**src/rtl/cell_word_packer.sv**
```systemverilog
// Packs the loader's one-bit-per-cell stream into WORD_W-bit words
// and hands them to the world-memory writer through a 2-entry FIFO.
module cell_word_packer #(
  parameter int P_PARAM_W = 800,
  parameter int P_PARAM_H = 600,
  parameter int WORD_W    = 32,
  parameter int ADDR_W    = 24
) (
  input  logic              clk_ram,
  input  logic              reset,
  input  logic              bit_wren,
  input  logic              bit_data,
  input  logic [ADDR_W-1:0] bit_addr,
  input  logic              load_finish,
  output logic              word_valid,
  input  logic              word_ready,
  output logic [ADDR_W-1:0] word_addr,
  output logic [WORD_W-1:0] word_data,
  output logic              load_done,
  output logic              overflow,
  output logic              seq_error
);

  localparam int LOG   = $clog2(WORD_W);
  localparam int CELLS = P_PARAM_W * P_PARAM_H;

  localparam logic [ADDR_W-1:0] CELLS_A = ADDR_W'(CELLS);
  localparam logic [ADDR_W-1:0] LAST_A  = ADDR_W'(CELLS - 1);
  localparam logic [LOG-1:0]    TOP_B   = LOG'(WORD_W - 1);

  typedef enum logic [1:0] {
    S_IDLE,
    S_ACCUM,
    S_FLUSH,
    S_DONE
  } state_e;

  state_e state_q, state_d;

  logic [ADDR_W-1:0] exp_q, exp_d;
  logic [WORD_W-1:0] acc_q, acc_d;
  logic              part_q, part_d;
  logic [ADDR_W-1:0] wa_q, wa_d;
  logic              ovf_q, ovf_d;
  logic              seq_q, seq_d;

  logic [ADDR_W-1:0] f_addr_q [2];
  logic [ADDR_W-1:0] f_addr_d [2];
  logic [WORD_W-1:0] f_data_q [2];
  logic [WORD_W-1:0] f_data_d [2];
  logic              rd_q, rd_d;
  logic              wr_q, wr_d;
  logic [1:0]        cnt_q, cnt_d;

  logic              push;
  logic              push_ok;
  logic              pop;
  logic              full;
  logic [ADDR_W-1:0] push_addr;
  logic [WORD_W-1:0] push_data;
  logic [ADDR_W-1:0] cur_addr;
  logic [WORD_W-1:0] acc_w;

  assign pop  = (cnt_q != 2'd0) && word_ready;
  assign full = (cnt_q == 2'd2);

  always_comb begin
    state_d   = state_q;
    exp_d     = exp_q;
    acc_d     = acc_q;
    part_d    = part_q;
    wa_d      = wa_q;
    ovf_d     = ovf_q;
    seq_d     = seq_q;
    push      = 1'b0;
    push_addr = '0;
    push_data = '0;
    cur_addr  = bit_addr >> LOG;
    acc_w     = acc_q;
    acc_w[bit_addr[LOG-1:0]] = bit_data;

    unique case (state_q)
      S_IDLE, S_ACCUM: begin
        if (bit_wren) begin
          if (bit_addr != exp_q) begin
            seq_d = 1'b1;
          end else begin
            exp_d = exp_q + 1'b1;
            if (bit_addr < CELLS_A) begin
              // last cell of a word, or of the world
              if (bit_addr[LOG-1:0] == TOP_B || bit_addr == LAST_A) begin
                push      = 1'b1;
                push_addr = cur_addr;
                push_data = acc_w;
                acc_d     = '0;
                part_d    = 1'b0;
              end else begin
                acc_d  = acc_w;
                part_d = 1'b1;
                wa_d   = cur_addr;
              end
            end
          end
        end
        if (load_finish) begin
          state_d = S_FLUSH;
        end else if (bit_wren) begin
          state_d = S_ACCUM;
        end
      end
      S_FLUSH: begin
        if (part_q) begin
          push      = 1'b1;
          push_addr = wa_q;
          push_data = acc_q;
        end
      end
      S_DONE: begin
        if (!load_finish) begin
          state_d = S_IDLE;
          exp_d   = '0;
          acc_d   = '0;
          part_d  = 1'b0;
        end
      end
      default: state_d = S_IDLE;
    endcase

    push_ok = push && (!full || pop);
    if (push && !push_ok && state_q != S_FLUSH) begin
      ovf_d = 1'b1;
    end
    if (push_ok && state_q == S_FLUSH) begin
      acc_d  = '0;
      part_d = 1'b0;
    end

    f_addr_d = f_addr_q;
    f_data_d = f_data_q;
    wr_d     = wr_q;
    rd_d     = rd_q;
    if (push_ok) begin
      f_addr_d[wr_q] = push_addr;
      f_data_d[wr_q] = push_data;
      wr_d           = ~wr_q;
    end
    if (pop) begin
      rd_d = ~rd_q;
    end
    cnt_d = cnt_q + {1'b0, push_ok} - {1'b0, pop};

    // done once the partial word is out and the last word accepted
    if (state_q == S_FLUSH && !part_d && cnt_d == 2'd0) begin
      state_d = S_DONE;
    end
  end

  always_ff @(posedge clk_ram) begin
    if (!reset) begin
      state_q     <= S_IDLE;
      exp_q       <= '0;
      acc_q       <= '0;
      part_q      <= 1'b0;
      wa_q        <= '0;
      ovf_q       <= 1'b0;
      seq_q       <= 1'b0;
      f_addr_q[0] <= '0;
      f_addr_q[1] <= '0;
      f_data_q[0] <= '0;
      f_data_q[1] <= '0;
      rd_q        <= 1'b0;
      wr_q        <= 1'b0;
      cnt_q       <= 2'd0;
    end else begin
      state_q     <= state_d;
      exp_q       <= exp_d;
      acc_q       <= acc_d;
      part_q      <= part_d;
      wa_q        <= wa_d;
      ovf_q       <= ovf_d;
      seq_q       <= seq_d;
      f_addr_q[0] <= f_addr_d[0];
      f_addr_q[1] <= f_addr_d[1];
      f_data_q[0] <= f_data_d[0];
      f_data_q[1] <= f_data_d[1];
      rd_q        <= rd_d;
      wr_q        <= wr_d;
      cnt_q       <= cnt_d;
    end
  end

  assign word_valid = (cnt_q != 2'd0);
  assign word_addr  = word_valid ? f_addr_q[rd_q] : '0;
  assign word_data  = word_valid ? f_data_q[rd_q] : '0;
  assign load_done  = (state_q == S_DONE);
  assign overflow   = ovf_q;
  assign seq_error  = seq_q;

endmodule

```
**config.mk**
```make
export PLATFORM = sky130hd
export DESIGN_NAME = cell_word_packer
export DESIGN_NICKNAME = d
export VERILOG_FILES = /design/src/rtl/cell_word_packer.sv
export SDC_FILE = /design/constraint.sdc
export NUM_CORES = 1
export LEC_CHECK = 0
export ABC_CLOCK_PERIOD_IN_PS = 8390
export BUFFER_PORTS_ARGS = -buffer_cell sky130_fd_sc_hd__buf_4
export CORE_MARGIN = 2
export CORE_UTILIZATION = 60
export DETAILED_ROUTE_END_ITERATION = 10
export GPL_TIMING_DRIVEN = 0
export PLACE_DENSITY = 0.88
export SYNTH_ARGS = -nofsm -noshare
export SYNTH_HDL_FRONTEND = slang
export SYNTH_SLANG_ARGS = --single-unit
```
**constraint.sdc**
```tcl
create_clock -name clk_ram -period 8.39 [get_ports clk_ram]
set_clock_uncertainty 0.15 [all_clocks]
set_input_delay 0.839 -clock clk_ram [delete_from_list [all_inputs] [get_ports clk_ram]]
set_output_delay 0.839 -clock clk_ram [all_outputs]
set_load 0.02 [all_outputs]
```
# == Word-level counts from Yosys, hierarchy flattened ==
# Index checks and enable logic that the tools add are counted.
# totals
reg_bits,196
input_bits,30
output_inout_bits,60
word_cells,127
# classes
addsub,3
magnitude_cmp,6
n_eq_ne,14
muxes,57
bitwise_logic,7
reduce_logical,26
# op_table
operator,count
$mux 32,15
$mux 24,8
$pmux 32 s2,2
$mux 19,5
$bwmux 64,1
$bwmux 48,1
$pmux 24 s2,1
$pmux 19 s2,1
$bwmux 32,1
$demux 32 s1,1
$add 24x1->24 const B,1
$demux 24 s1,1
$eq 24x19->1 const B,1
$lt 24x19->1 const B,1
$ne 24x24->1,1
$mux 1,12
$ne 2x2->1 const B,5
$reduce_and 5->1,2
$logic_and 1x1->1,9
$mux 2,4
$eq 2x2->1 const B,3
$lt 5x6->1 const B,1
$reduce_and 3->1,2
$demux 1 s5,1
20 further kinds,33

# == Depth between registers and ports, before layout ==
# logic_depth
ltp_word,15
ltp_mapped,15
depth_no_buf,12

# == Worst setup path after synthesis ==
# OpenSTA, ideal clock, no wires.
# synth_path
path_kind,in2reg
startpoint,input bit_addr[1]
endpoint,register state_q[0]
setup_time_ns,0.074
arrival_time_ns,3.513
required_ns,8.166
slack_ns,4.653
stages,15
path_buffers,3
cell_sequence,clkbuf_1 -> xor2_1 -> nor4_4 -> nand4_4 -> nor4_1 -> buf_2 -> buf_4 -> o21ai_0 -> ha_1 -> inv_1 -> ha_1 -> xor2_1 -> xnor2_1 -> nand4b_1 -> o21ai_0
# synth_via
elab_chain_len,15
elab_cells_between_ends,29
cone_classes,add/sub: 2; order compare: 1; eq/ne: 5; mux: 12; reduce/logical: 9
# synth_rtl
element,line_no,rtl
"start, declared",13,"input logic [ADDR_W-1:0] bit_addr,"
"parallel branches: the longest is 12 deep, another holds $lt 24x19->1",--,
$logic_and 1x1->1 *,153,if (state_q == S_FLUSH && !part_d && cnt_d == 2'd0) begin
"$ne 4x4->1 (no source line), or another cell as far along",--,
$reduce_and 3->1 (no source line),--,
"end signal, assigned",175,state_q <= state_d;
"end, declared",38,"state_e state_q, state_d;"
# Every way passes the cells marked *.
# A chain may end at the register's enable or synchronous reset.

# == Final worst setup path ==
# Same ends and word-level chain as after synthesis.

==> metrics.yaml <==
cts_max_path_buffers: 2
async_flop_share_pct: 0
cp-end-kind: "register"
hold_path_class: "reg -> reg"
grt-ovfl-total: 0
num_vias: 9962
ant_nets: 0
tns_ns: 0
cp.arrival_ns: 4.14
initialDrtViolationCount: 1424
stdcell_count: 1546
dieArea_mm2: 0.0174
ys.flop_type: "dfxtp_1"
fin_crit_ns: 3.92
synth_edf_count: 0
grt_busiest_layer: "met2"
reg2regPathDepth: 14
synth_seq_area_share_pct: 38.0
drc: 0
layout.nets: 1350
cts.clk_slew.worst_paths_ns: 0.07
finalCritPeriodShare_pct: 46.8
p_leak_uw: 0.00421
clock-sinks: 186
gp_congestion: 0.948
die_w_um: 132
crit_chain: "clkbuf_1 > xor2_1 > nor4_4 > nand4_4 > nor4_1 > buf_2 > buf_4 > o21ai_0 > ha_1 > inv_1 > ha_1 > xor2_1 > xnor2_1 > nand4b_1 > o21ai_0"
yosysUniqueCellTypes: 51
diodes: 0
cp_num_buf_inv: 4
yosysWarnings: 0
grt_pass1_vias: 9185
numPlacedInstances: 1514
num_rows: 46
max_slew_margin_pct: 31.5
critPathKind: "in -> reg"
critPathMaxStageDelay_ns: 0.39
initial_core_util_pct: 61.4
syn_to_final_growth_pct: 15.0
crit_family: "simple AND/OR/NAND/NOR gates"
start_kind: "input port"
drv_slew: 0
grt_max_degree: 18
cp.depth: 15
gr-usage-met2_pct: 52.4
grtUsageMet1_pct: 42.8
dp_hpwl_mm: 21.0
status: "finished, final reports clean"
power.density_mw_per_mm2: 159
post_cts_resized: 0
use_met3_pct: 7.19
dr.pass1.iters: 6
grt_setup_unrepaired: "false"
drive_gt1_share_pct: 12.3
cp_max_fo: 10
die-height_um: 132
synth_area_per_cell_um2: 8.07
cpMaxStageDelayCell: "nor4_1"
drv_cap: 0
tightestPinTransition_ns: 1.02
cts_buffers: 17
viasPerCell: 6.44
htree_levels: 4
coreArea_mm2: 0.0159
syn_inst: 1213
fin_util_pct: 70.6
fillerInstances: 1218
postCtsSetupBuffers: 0
layout_common_cells: "210 x nand2_1, 186 x dfxtp_1, 103 x o31ai_1"
ys_ff_latch: 186
synth_area_mm2: 0.00979
hold_buffers: 0
clk_latency_ns: 0.44
max_freq_mhz: 255
drt-total-wl_mm: 29.4
cts_tree: "built"
hold_path_depth: 2
hold_violations: 0
grt_pass1_wl_mm: 46.3
port_buffers: 81
io_pins: 90
mostFrequentLayoutCell: "nand2_1"
setup_viol: 0
grtUsageTotal_pct: 33.1
clockRootBuffer: "clkbuf_16"
grt_antenna_before_repair: 0
wl_per_cell_um: 19.0
critPathRequiredTime_ns: 8.61
peakVddDrop_mv: 0.159
synthesized netlist by cell type, types with 4 or more instances:
| cell type | count | area, µm² |
|---|---|---|
| a21boi_0 | 10 | 75.1 |
| a21boi_1 | 6 | 45.0 |
| a21oi_1 | 38 | 190 |
| a31oi_1 | 95 | 594 |
| and2_1 | 18 | 113 |
| and3_1 | 13 | 81.3 |
| and4_1 | 5 | 43.8 |
| buf_2 | 26 | 130 |
| buf_4 | 8 | 60.1 |
| clkbuf_1 | 80 | 300 |
| dfxtp_1 | 186 | 3720 |
| inv_1 | 15 | 56.3 |
| mux2i_1 | 97 | 971 |
| nand2_1 | 210 | 788 |
| nand2b_1 | 20 | 125 |
| nand3_1 | 58 | 290 |
| nand4_1 | 13 | 81.3 |
| nand4b_1 | 8 | 70.1 |
| nor2_1 | 64 | 240 |
| nor2b_1 | 5 | 31.3 |
| nor3_1 | 12 | 60.1 |
| nor4_1 | 4 | 25.0 |
| nor4_2 | 4 | 50.1 |
| o21a_1 | 7 | 52.6 |
| o21ai_0 | 39 | 195 |
| o31ai_1 | 103 | 773 |
| or2_2 | 4 | 25.0 |
| xnor2_1 | 4 | 35.0 |
| xor2_1 | 24 | 210 |
area by class of cell:
| type | count | area [µm²] | area share, % |
|---|---|---|---|
| plain buffers | 117 | 502 | 4.46 |
| clock buffers | 19 | 443 | 3.93 |
| clock inverters | 13 | 130 | 1.16 |
| inverters | 15 | 56.3 | 0.500 |
| multi-input cells | 899 | 5530 | 49.1 |
| flip-flops and latches | 186 | 3720 | 33.1 |
| well taps | 216 | 270 | 2.40 |
| repair buffers | 81 | 608 | 5.40 |
stage by stage:
stage               cell area, µm²  hold WS (ns)  power, µW  setup slack (ns)
finish                       11300         0.287       1790              4.47
global route                 11300         0.312       1830              4.23
CTS                          11300         0.284       1780              4.56
detailed placement           10700         0.274       1010              4.13
global placement             10700         0.276       1010              4.12
floorplan                     9810         0.262        971              4.65
where the power goes:
part | switching, µW | leakage, µW | internal (µW) | total [µW]
Sequential | 1.05 | 0.00150 | 884 | 885
Combinational | 76.6 | 0.00244 | 34.4 | 111
Clock | 371 | 0.000279 | 425 | 796
flip-flops by register name, indices dropped and copies added, names as in the netlist:
signal     flops
cnt_q          2
f_data_q      64
exp_q         24
seq_error      1
rd_q           1
overflow       1
state_q        2
wa_q          19
part_q         1
f_addr_q      38
wr_q           1
acc_q         32
worst min-delay path: stages (launching register included):
cell and delay (ns):
dfxtp_1 0.31, nand2_1 0.05, a21oi_1 0.03
kinds of logic (layout without fill, tap and decap cells):
| group | count (synthesis) | count (layout) | share of synthesized area [%] |
|---|---|---|---|
| other | 1 | 5 | 0.0383 |
| DFF | 186 | 186 | 38.0 |
| xor gates and xnor gates | 28 | 28 | 2.50 |
| AOI/OAI and AO/OA | 310 | 310 | 20.8 |
| and+or+nand+nor | 456 | 456 | 22.7 |
| adders and majority gates | 3 | 3 | 0.383 |
| buffers and inverters | 132 | 245 | 5.70 |
| muxes | 97 | 97 | 9.92 |
per-layer routing:
metal	vias up	wire length, µm
li1	4576	-
met5	-	0
met2	602	13300
met1	4685	11800
met4	0	1190
met3	99	3160
worst paths after layout:
kind / startpoint / end / slack (ns)
worst max register to register: exp_q[20] / state_q[0] / 4.65
worst max-delay path: bit_addr[1] / state_q[0] / 4.47
worst min-delay path: acc_q[31] / acc_q[31] / 0.29
worst min register to register: acc_q[31] / acc_q[31] / 0.29
No activity file was read; power rests on OpenSTA's default activity.
